### config.mk
export PLATFORM = sky130hd
export DESIGN_NAME = rotate_cmd_sequencer
export DESIGN_NICKNAME = d
export VERILOG_FILES = /design/src/rtl/rotate_cmd_sequencer.sv
export SDC_FILE = /design/constraint.sdc
export NUM_CORES = 1
export LEC_CHECK = 0
export ABC_AREA = 1
export BUFFER_PORTS_ARGS = -buffer_cell sky130_fd_sc_hd__buf_2
export CAP_MARGIN = 25
export CORE_MARGIN = 1
export CORE_UTILIZATION = 54
export DETAILED_ROUTE_END_ITERATION = 6
export GPL_TIMING_DRIVEN = 1
export PLACE_DENSITY = 0.84
export SETUP_SLACK_MARGIN = 0.02
export SLEW_MARGIN = 10
export SYNTH_ARGS = -nofsm -noshare
export SYNTH_HDL_FRONTEND = slang
export SYNTH_SLANG_ARGS = --single-unit
### constraint.sdc
create_clock -name clk -period 2.8 [get_ports clk]
set_clock_uncertainty 0.15 [all_clocks]
set_input_delay 0.56 -clock clk [delete_from_list [all_inputs] [get_ports clk]]
set_output_delay 0.56 -clock clk [all_outputs]
set_load 0.01 [all_outputs]
### src/rtl/rotate_cmd_sequencer.sv
// Command sequencer for the 8-bit barrel rotator: accepts rotate requests, steps the
// rotator through load/rotate/hold, captures its output and returns it over valid/ready.
module rotate_cmd_sequencer #(
    parameter int WIDTH = 8,
    parameter int SW    = 3,
    parameter int CNT_W = 16
) (
    input  logic             clk,
    input  logic             rst,
    input  logic             req_valid,
    output logic             req_ready,
    input  logic [WIDTH-1:0] req_data,
    input  logic [SW-1:0]    req_amt,
    input  logic             req_dir,
    output logic             res_valid,
    input  logic             res_ready,
    output logic [WIDTH-1:0] res_data,
    output logic [1:0]       rot_c,
    output logic [SW-1:0]    rot_s,
    output logic [WIDTH-1:0] rot_i,
    input  logic [WIDTH-1:0] rot_o,
    output logic [CNT_W-1:0] done_cnt
);

    localparam logic [1:0] ROT_HOLD  = 2'b00;
    localparam logic [1:0] ROT_LEFT  = 2'b01;
    localparam logic [1:0] ROT_RIGHT = 2'b10;
    localparam logic [1:0] ROT_LOAD  = 2'b11;

    typedef enum logic [2:0] {IDLE, LOAD, ROT, CAP, RESP} state_t;

    state_t        state;
    logic [SW-1:0] amt_q;
    logic          dir_q;

    // Gated by rst so a request presented during reset is never seen as accepted.
    assign req_ready = (state == IDLE) && !rst;

    // NOTE: every register here uses <= so all updates see pre-edge values, matching hardware.
    always_ff @(posedge clk) begin
        if (rst) begin
            state     <= IDLE;
            amt_q     <= '0;
            dir_q     <= 1'b0;
            rot_c     <= ROT_HOLD;
            rot_s     <= '0;
            rot_i     <= '0;
            res_valid <= 1'b0;
            res_data  <= '0;
            done_cnt  <= '0;
        end else begin
            case (state)
                IDLE: begin
                    if (req_valid) begin
                        rot_i <= req_data;
                        amt_q <= req_amt;
                        dir_q <= req_dir;
                        rot_c <= ROT_LOAD;
                        rot_s <= '0;
                        state <= LOAD;
                    end
                end
                LOAD: begin
                    // A zero amount skips the rotate step; the loaded word is the result.
                    if (amt_q != '0) begin
                        rot_c <= dir_q ? ROT_RIGHT : ROT_LEFT;
                        rot_s <= amt_q;
                        state <= ROT;
                    end else begin
                        rot_c <= ROT_HOLD;
                        state <= CAP;
                    end
                end
                ROT: begin
                    rot_c <= ROT_HOLD;
                    rot_s <= '0;
                    state <= CAP;
                end
                CAP: begin
                    res_data  <= rot_o;
                    res_valid <= 1'b1;
                    state     <= RESP;
                end
                RESP: begin
                    if (res_ready) begin
                        res_valid <= 1'b0;
                        done_cnt  <= done_cnt + CNT_W'(1);
                        state     <= IDLE;
                    end
                end
                default: begin
                    rot_c <= ROT_HOLD;
                    state <= IDLE;
                end
            endcase
        end
    end

endmodule

==> qor.csv, run 1 <==
stage,metric,value,unit
status,status,"finished, final reports clean",
critical_path,CP endpoint kind,output port,
routing,met2 WL post-DR,1950,um
critical_path,slowest cell delay on critical path,0.36,ns
floorplanning,# IOs,63,
sta,Pins Over Slew Limit,0,
placed_design,setup slack at placement,0.915,ns
critical_path,Worst setup SP type,register,
sta,Slew headroom,0.606,
sta,Worst Tran Pin Value,0.590,ns
worst_hold_path,Hold Path Cell Cnt,3,
yosys,Unique masters post-synth,25,
yosys,post-synth top area cell,dfxtp_1,
layout,Layout fillers,323,
yosys,Yosys reg bits,45,
placed_design,DP HPWL,2960,um
power_and_ir_drop,PD cells,554,nW/um2
yosys,Ys Warns,0,
layout,"Core Util, Final",0.696,
clocking,Clock Latency Late Sink,0.35,ns
routing,Vias/cell,4.99,
routing,Metal-1 WL,1850,um
grt,GRT Residual Overflow,0,
worst_hold_path,worst min-delay path endpoint,amt_q[0],
power_and_ir_drop,P_leak,1.11,nW
routing,remaining routing DRC violations,0,
critical_path,"Slowest-stage cell, CP",dfxtp_1,
yosys,Synth top area share,0.458,
yosys,"FFs w/ async S/R, synth",0,
clocking,Sink Count,45,
worst_hold_path,hold path startpoint,req_amt[0],
yosys,synthesized net count,305,
grt,Total GRT Usage,0.221,
layout,sequential cell area,901,um2
layout,fin nets,366,
yosys,post-synthesis sequential area ratio,0.458,
floorplanning,area of the core,3420,um2
yosys,most common cell in the netlist,nand2_1,
yosys,top cells by instance count after synthesis,"nand2_1 (68), nor2_1 (49), dfxtp_1 (45), a21oi_1 (29), inv_1 (27)",
floorplanning,Die X,62.4,um
sta,TNS Setup,0,ns
yosys,"top cells by area, synth","dfxtp_1 (46%), nand2_1 (13%), nor2_1 (9.3%)",
floorplanning,Initial Utilization,0.576,
layout,area of the multi-input gates,916,um2
sta,minimum hold slack,0.300,ns
critical_path,WP data required,2.09,ns
yosys,Synth Instances,280,
critical_path,r2r setup slk,1.10,ns
clocking,H-tree depth,2,
routing,iteration-0 DRC count of the detailed router,167,
critical_path,Crit path depth,6,
routing,routed wl met3,196,um
sta,final period utilization,0.724,
sta,Final Worst Setup Slack,0.774,ns
clocking,CTS max path bufs,2,
critical_path,Worst R2R Path Depth,6,
placed_design,PortBufs,62,
grt,largest net degree at the start of global routing,25,
clocking,post-CTS sizing,0,
sta,Max Fclk,0.494,GHz
layout,share of post-route cells with drive strength above 1,0.234,
power_and_ir_drop,peak supply drop,0.000337,V
clocking,CTS buffer count,5,
yosys,ys flop type,dfxtp_1,
sta,post-route minimum period,2.03,ns
critical_path,CP top delay family,flip-flops,
layout,antenna cells,0,
yosys,Post-Syn Area,1970,um2
clocking,CTS hold repair buffers,0,
grt,first-pass GRT wire length,6840,um
critical_path,CP arrival,1.32,ns
critical_path,reg2reg start,state[0],
floorplanning,# rows,21,
critical_path,Buf/Inv on CP,3,
yosys,"EDFF count, synth",0,
routing,routed len/inst,10.5,um
worst_hold_path,Hold Path Class,input port to register,
routing,post-route ant nets,0,
sta,setup violators final,0,
placed_design,placer congestion estimate,0.807,
grt,vias in the first global route,1604,
critical_path,crit-path cells,"inv_1, nand2_2, nor2_2, inv_1, nor2_1, buf_2",
critical_path,Reg-to-Reg End,done_cnt[9],
yosys,Mean Syn Cell Area,7.03,um2
layout,area added between synthesis and finish,20.9,%
sta,final hold vios,0,
clocking,CTS tree,built,
clocking,"CTS clk-pin slew, worst paths",0.12,ns
floorplanning,Die Footprint,3890,um2
routing,Post-Route WL,4070,um
grt,initial antenna violation count,0,
sta,RSZ-0062 raised after global routing,false,
run,Max-Cap Viols,0,
clocking,Post-CTS Setup Bufs,0,
routing,highest metal used,met4,
critical_path,Setup CP Type,register to output port,
clocking,CTS root buf,clkbuf_4,
routing,Via Count,1936,
critical_path,CP max FO,4,
floorplanning,Die Ht,62.4,um
routing,router iterations before antenna repair,4,
critical_path,crit-path most repeated cell,inv_1,
-- per-stage QoR --
step / power, W / instance area (um2) / cells
floorplan: 0.000860 / 1970 / 280
global placement: 0.000918 / 2290 / 380
detailed placement: 0.000924 / 2290 / 380
CTS: 0.00133 / 2380 / 388
global route: 0.00139 / 2380 / 388
finish: 0.00132 / 2380 / 388
-- power breakdown --
group          leakage (nW)  switching (W)  internal [W]
logic                 0.698       0.000125     0.0000788
clock network        0.0455       0.000197      0.000213
registers             0.366      0.0000254      0.000679
total                  1.11       0.000347      0.000971
-- cells by family (layout without fill, tap and decap cells) --
logic type,Yosys count,count (layout),synth area share
AND/OR/NAND/NOR,150,150,0.337
AO/OA/AOI/OAI,47,47,0.122
flip-flops,45,45,0.458
buffers and inverters,37,99,0.0769
adder cells (fa/ha/maj),1,1,0.00636
-- cell type report --
| type | instances | area share |
|---|---|---|
| inverter | 29 | 0.0458 |
| sequential | 45 | 0.379 |
| clock buffer | 7 | 0.0231 |
| clock inverter | 1 | 0.0126 |
| tap | 46 | 0.0242 |
| timing repair buffer | 62 | 0.130 |
| multi-input combinational | 198 | 0.385 |
-- cell usage in the layout (no fill, tap or decap), types with 4 or more instances in the layout --
cell type / synthesis / layout
inv_1: 27 / 27
nand3_1: 13 / 13
a21oi_1: 29 / 29
buf_2: 1 / 62
clkbuf_4: 0 / 5
dfxtp_1: 45 / 45
nand2_1: 68 / 68
o21ai_0: 14 / 14
nor2_1: 49 / 49
nor3_1: 4 / 4
nand4_1: 5 / 5
-- per-layer routing --
metal	vias up	GRT usage
li1	1019	-
met1	857	0.264
met2	52	0.375
met3	8	0.0620
met4	0	0.0872
met5	-	0
-- how the worst max path moves through the flow --
stage                         from           to  slack, ns
after floorplan                rst    req_ready       1.16
after global placement         rst    req_ready       0.94
after detailed placement       rst  done_cnt[0]       0.92
after CTS                 state[2]    req_ready       0.75
after global routing      state[2]    req_ready       0.65
final                     state[2]    req_ready       0.77
-- tightest hold or removal path: cells and delay by family --
| kind | cells | cell delay [ns] |
|---|---|---|
| AND/OR/NAND/NOR | 1 | 0.05 |
| AO/OA/AOI/OAI | 1 | 0.05 |
| buffers and inverters | 1 | 0.09 |
-- registers in the layout, indices dropped and copies added (netlist names), 2 cells and up --
| name | count |
|---|---|
| done_cnt | 16 |
| res_data | 8 |
| rot_i | 8 |
| amt_q | 3 |
| rot_s | 3 |
| state | 3 |
| rot_c | 2 |
Note: power is estimated with default switching activity, not from simulation.
==> inputs of run 2 (changes only) <==
--- a/config.mk
+++ b/config.mk
@@ -9,10 +9,10 @@
 export BUFFER_PORTS_ARGS = -buffer_cell sky130_fd_sc_hd__buf_2
 export CAP_MARGIN = 25
 export CORE_MARGIN = 1
-export CORE_UTILIZATION = 54
+export CORE_UTILIZATION = 50
 export DETAILED_ROUTE_END_ITERATION = 6
 export GPL_TIMING_DRIVEN = 1
-export PLACE_DENSITY = 0.84
+export PLACE_DENSITY = 0.79
 export SETUP_SLACK_MARGIN = 0.02
 export SLEW_MARGIN = 10
 export SYNTH_ARGS = -nofsm -noshare
==> constraint.sdc (replaced) <==
create_clock -name clk -period 1.9 [get_ports clk]
set_clock_uncertainty 0.15 [all_clocks]
set_input_delay 0.38 -clock clk [delete_from_list [all_inputs] [get_ports clk]]
set_output_delay 0.38 -clock clk [all_outputs]
set_load 0.01 [all_outputs]
==> run 2 against run 1 <==
Global-route usage about the same. Setup slack worse by 0.61 ns. Via count down 1.4%. Routed wire length up 1.7%. Die area up 7.7%. Combinational power up 55%. Clock power up 54%. Worst hold slack worse by 0.12 ns. Flip-flop and latch count unchanged.
==> qor.csv, run 2 (same netlist as run 1, synthesis figures left out) <==
stage,metric,value,unit
floorplanning,# rows,22,
run,Max-Cap Viols,0,
worst_hold_path,Hold Path Class,input port to register,
clocking,post-CTS sizing,0,
sta,TNS Setup,0,ns
floorplanning,Die Ht,64.7,um
clocking,CTS hold repair buffers,0,
sta,final period utilization,0.915,
grt,global route hottest layer,met2,
layout,Top reg by flops,done_cnt,
sta,post-route minimum period,1.74,ns
grt,GRT Residual Overflow,0,
layout,area added between synthesis and finish,24.0,%
critical_path,WP data required,1.37,ns
sta,Pins Over Slew Limit,0,
routing,routed len/inst,10.5,um
grt,first-pass GRT wire length,7200,um
grt,largest net degree at the start of global routing,18,
placed_design,dpl cells,386,
sta,Worst Tran Pin Value,0.342,ns
critical_path,CP max FO,4,
layout,final std cells w/o fill,394,
layout,"commonest non-fill, non-tap cells in the layout","nand2_1 (68), buf_2 (62), nor2_1 (49), dfxtp_1 (45), a21oi_1 (29)",
clocking,CTS tree,built,
sta,Slew headroom,0.772,
power_and_ir_drop,peak supply drop,0.000413,V
clocking,"CTS clk-pin slew, worst paths",0.08,ns
critical_path,Reg-to-Reg End,done_cnt[9],
layout,Largest register FFs,16,
grt,GR Util met2,0.374,
grt,vias in the first global route,1706,
routing,router iterations before antenna repair,4,
floorplanning,Initial Utilization,0.530,
routing,Via Count,1908,
critical_path,Setup CP Type,register to output port,
clocking,CTS root buf,clkbuf_8,
grt,grt met1 use,0.269,
clocking,CTS buffer count,5,
sta,RSZ-0062 raised after global routing,false,
power_and_ir_drop,P_leak,1.14,nW
placed_design,DP HPWL,3170,um
status,status,"finished, final reports clean",
worst_hold_path,hold path startpoint,req_amt[2],
layout,Layout fillers,344,
placed_design,placer congestion estimate,0.912,
sta,setup violators final,0,
routing,Vias/cell,4.84,
layout,antenna cells,0,
layout,Largest regs,"done_cnt: 16 flops, res_data: 8 flops, rot_i: 8 flops",
critical_path,CP endpoint kind,output port,
routing,post-route ant nets,0,
critical_path,reg2reg start,state[0],
layout,share of post-route cells with drive strength above 1,0.249,
clocking,Clock Latency Late Sink,0.29,ns
routing,iteration-0 DRC count of the detailed router,89,
grt,GR Util met3,0.0493,
clocking,Post-CTS Setup Bufs,0,
placed_design,PortBufs,62,
floorplanning,Die X,64.7,um
grt,Total GRT Usage,0.221,
worst_hold_path,worst min-delay path endpoint,amt_q[2],
layout,fin nets,370,
grt,initial antenna violation count,0,
clocking,H-tree depth,2,
routing,remaining routing DRC violations,0,
critical_path,r2r setup slk,0.23,ns
floorplanning,Die Footprint,4190,um2
critical_path,Worst setup SP type,register,
power_and_ir_drop,PD cells,814,nW/um2
floorplanning,# IOs,63,
critical_path,Worst R2R Path Depth,6,
clocking,CTS max path bufs,2,
sta,Max Fclk,0.575,GHz
critical_path,CP arrival,1.21,ns
sta,final hold vios,0,
routing,Post-Route WL,4140,um
floorplanning,area of the core,3720,um2
worst_hold_path,Hold Path Cell Cnt,3,
layout,"most common cell after layout, fill and taps aside",nand2_1,
clocking,Sink Count,45,
run 2: cell types whose count changed in the layout (fill, tap and decap cells not counted), sizes merged:
cell,change
buf,+4
bufinv,-1
clkinv,+1
run 2: area by class of cell:
cell class / count / area, um2 / area share
Clock buffer: 7 / 96.3 / 0.0395
Clock inverter: 1 / 5.00 / 0.00205
Tap cell: 48 / 60.1 / 0.0246
Inverter: 29 / 109 / 0.0446
Multi-Input combinational cell: 198 / 916 / 0.375
Sequential cell: 45 / 901 / 0.369
Timing Repair Buffer: 66 / 353 / 0.145
run 2: worst max-delay path, stage by stage, from the launching register on:
cell and delay [ns]:
dfxtp_1 0.35, inv_2 0.09, nand2_2 0.09, nor2_2 0.14, inv_1 0.05, nor2_1 0.07, buf_2 0.13
run 2: per-layer routing:
metal,up-vias,part of all wire
met2,36,0.48
met3,4,0.029
met1,842,0.48
li1,1026,-
met5,-,0
met4,0,0.0092
run 2: worst max-delay path by stage:
stage / from / end / depth (start not counted)
6_report: state[2] / req_ready / 6
5_1_grt: state[2] / req_ready / 6
4_1_cts: state[2] / req_ready / 6
3_5_place_dp: state[0] / done_cnt[9] / 6
3_3_place_gp: state[0] / done_cnt[9] / 6
2_1_floorplan: done_cnt[1] / done_cnt[10] / 8
run 2: power by group:
part | leakage, nW | total (W) | switching [W] | internal (W)
clock network | 0.0542 | 0.000632 | 0.000304 | 0.000329
logic | 0.722 | 0.000317 | 0.000189 | 0.000128
registers | 0.366 | 0.00104 | 0.0000368 | 0.000999
total | 1.14 | 0.00199 | 0.000530 | 0.00146
run 2: per-stage QoR:
step | cell area, um2 | total power, W | hold slack (ns) | setup WS (ns) | util
after floorplan | 1970 | 0.00127 | 0.295 | 0.400 | -
after global placement | 2340 | 0.00137 | 0.298 | 0.306 | 0.629
after detailed placement | 2340 | 0.00138 | 0.301 | 0.235 | 0.629
after CTS | 2440 | 0.00201 | 0.171 | 0.0988 | 0.657
after global routing | 2440 | 0.00210 | 0.168 | 0.0388 | 0.657
final | 2440 | 0.00199 | 0.177 | 0.161 | 0.657
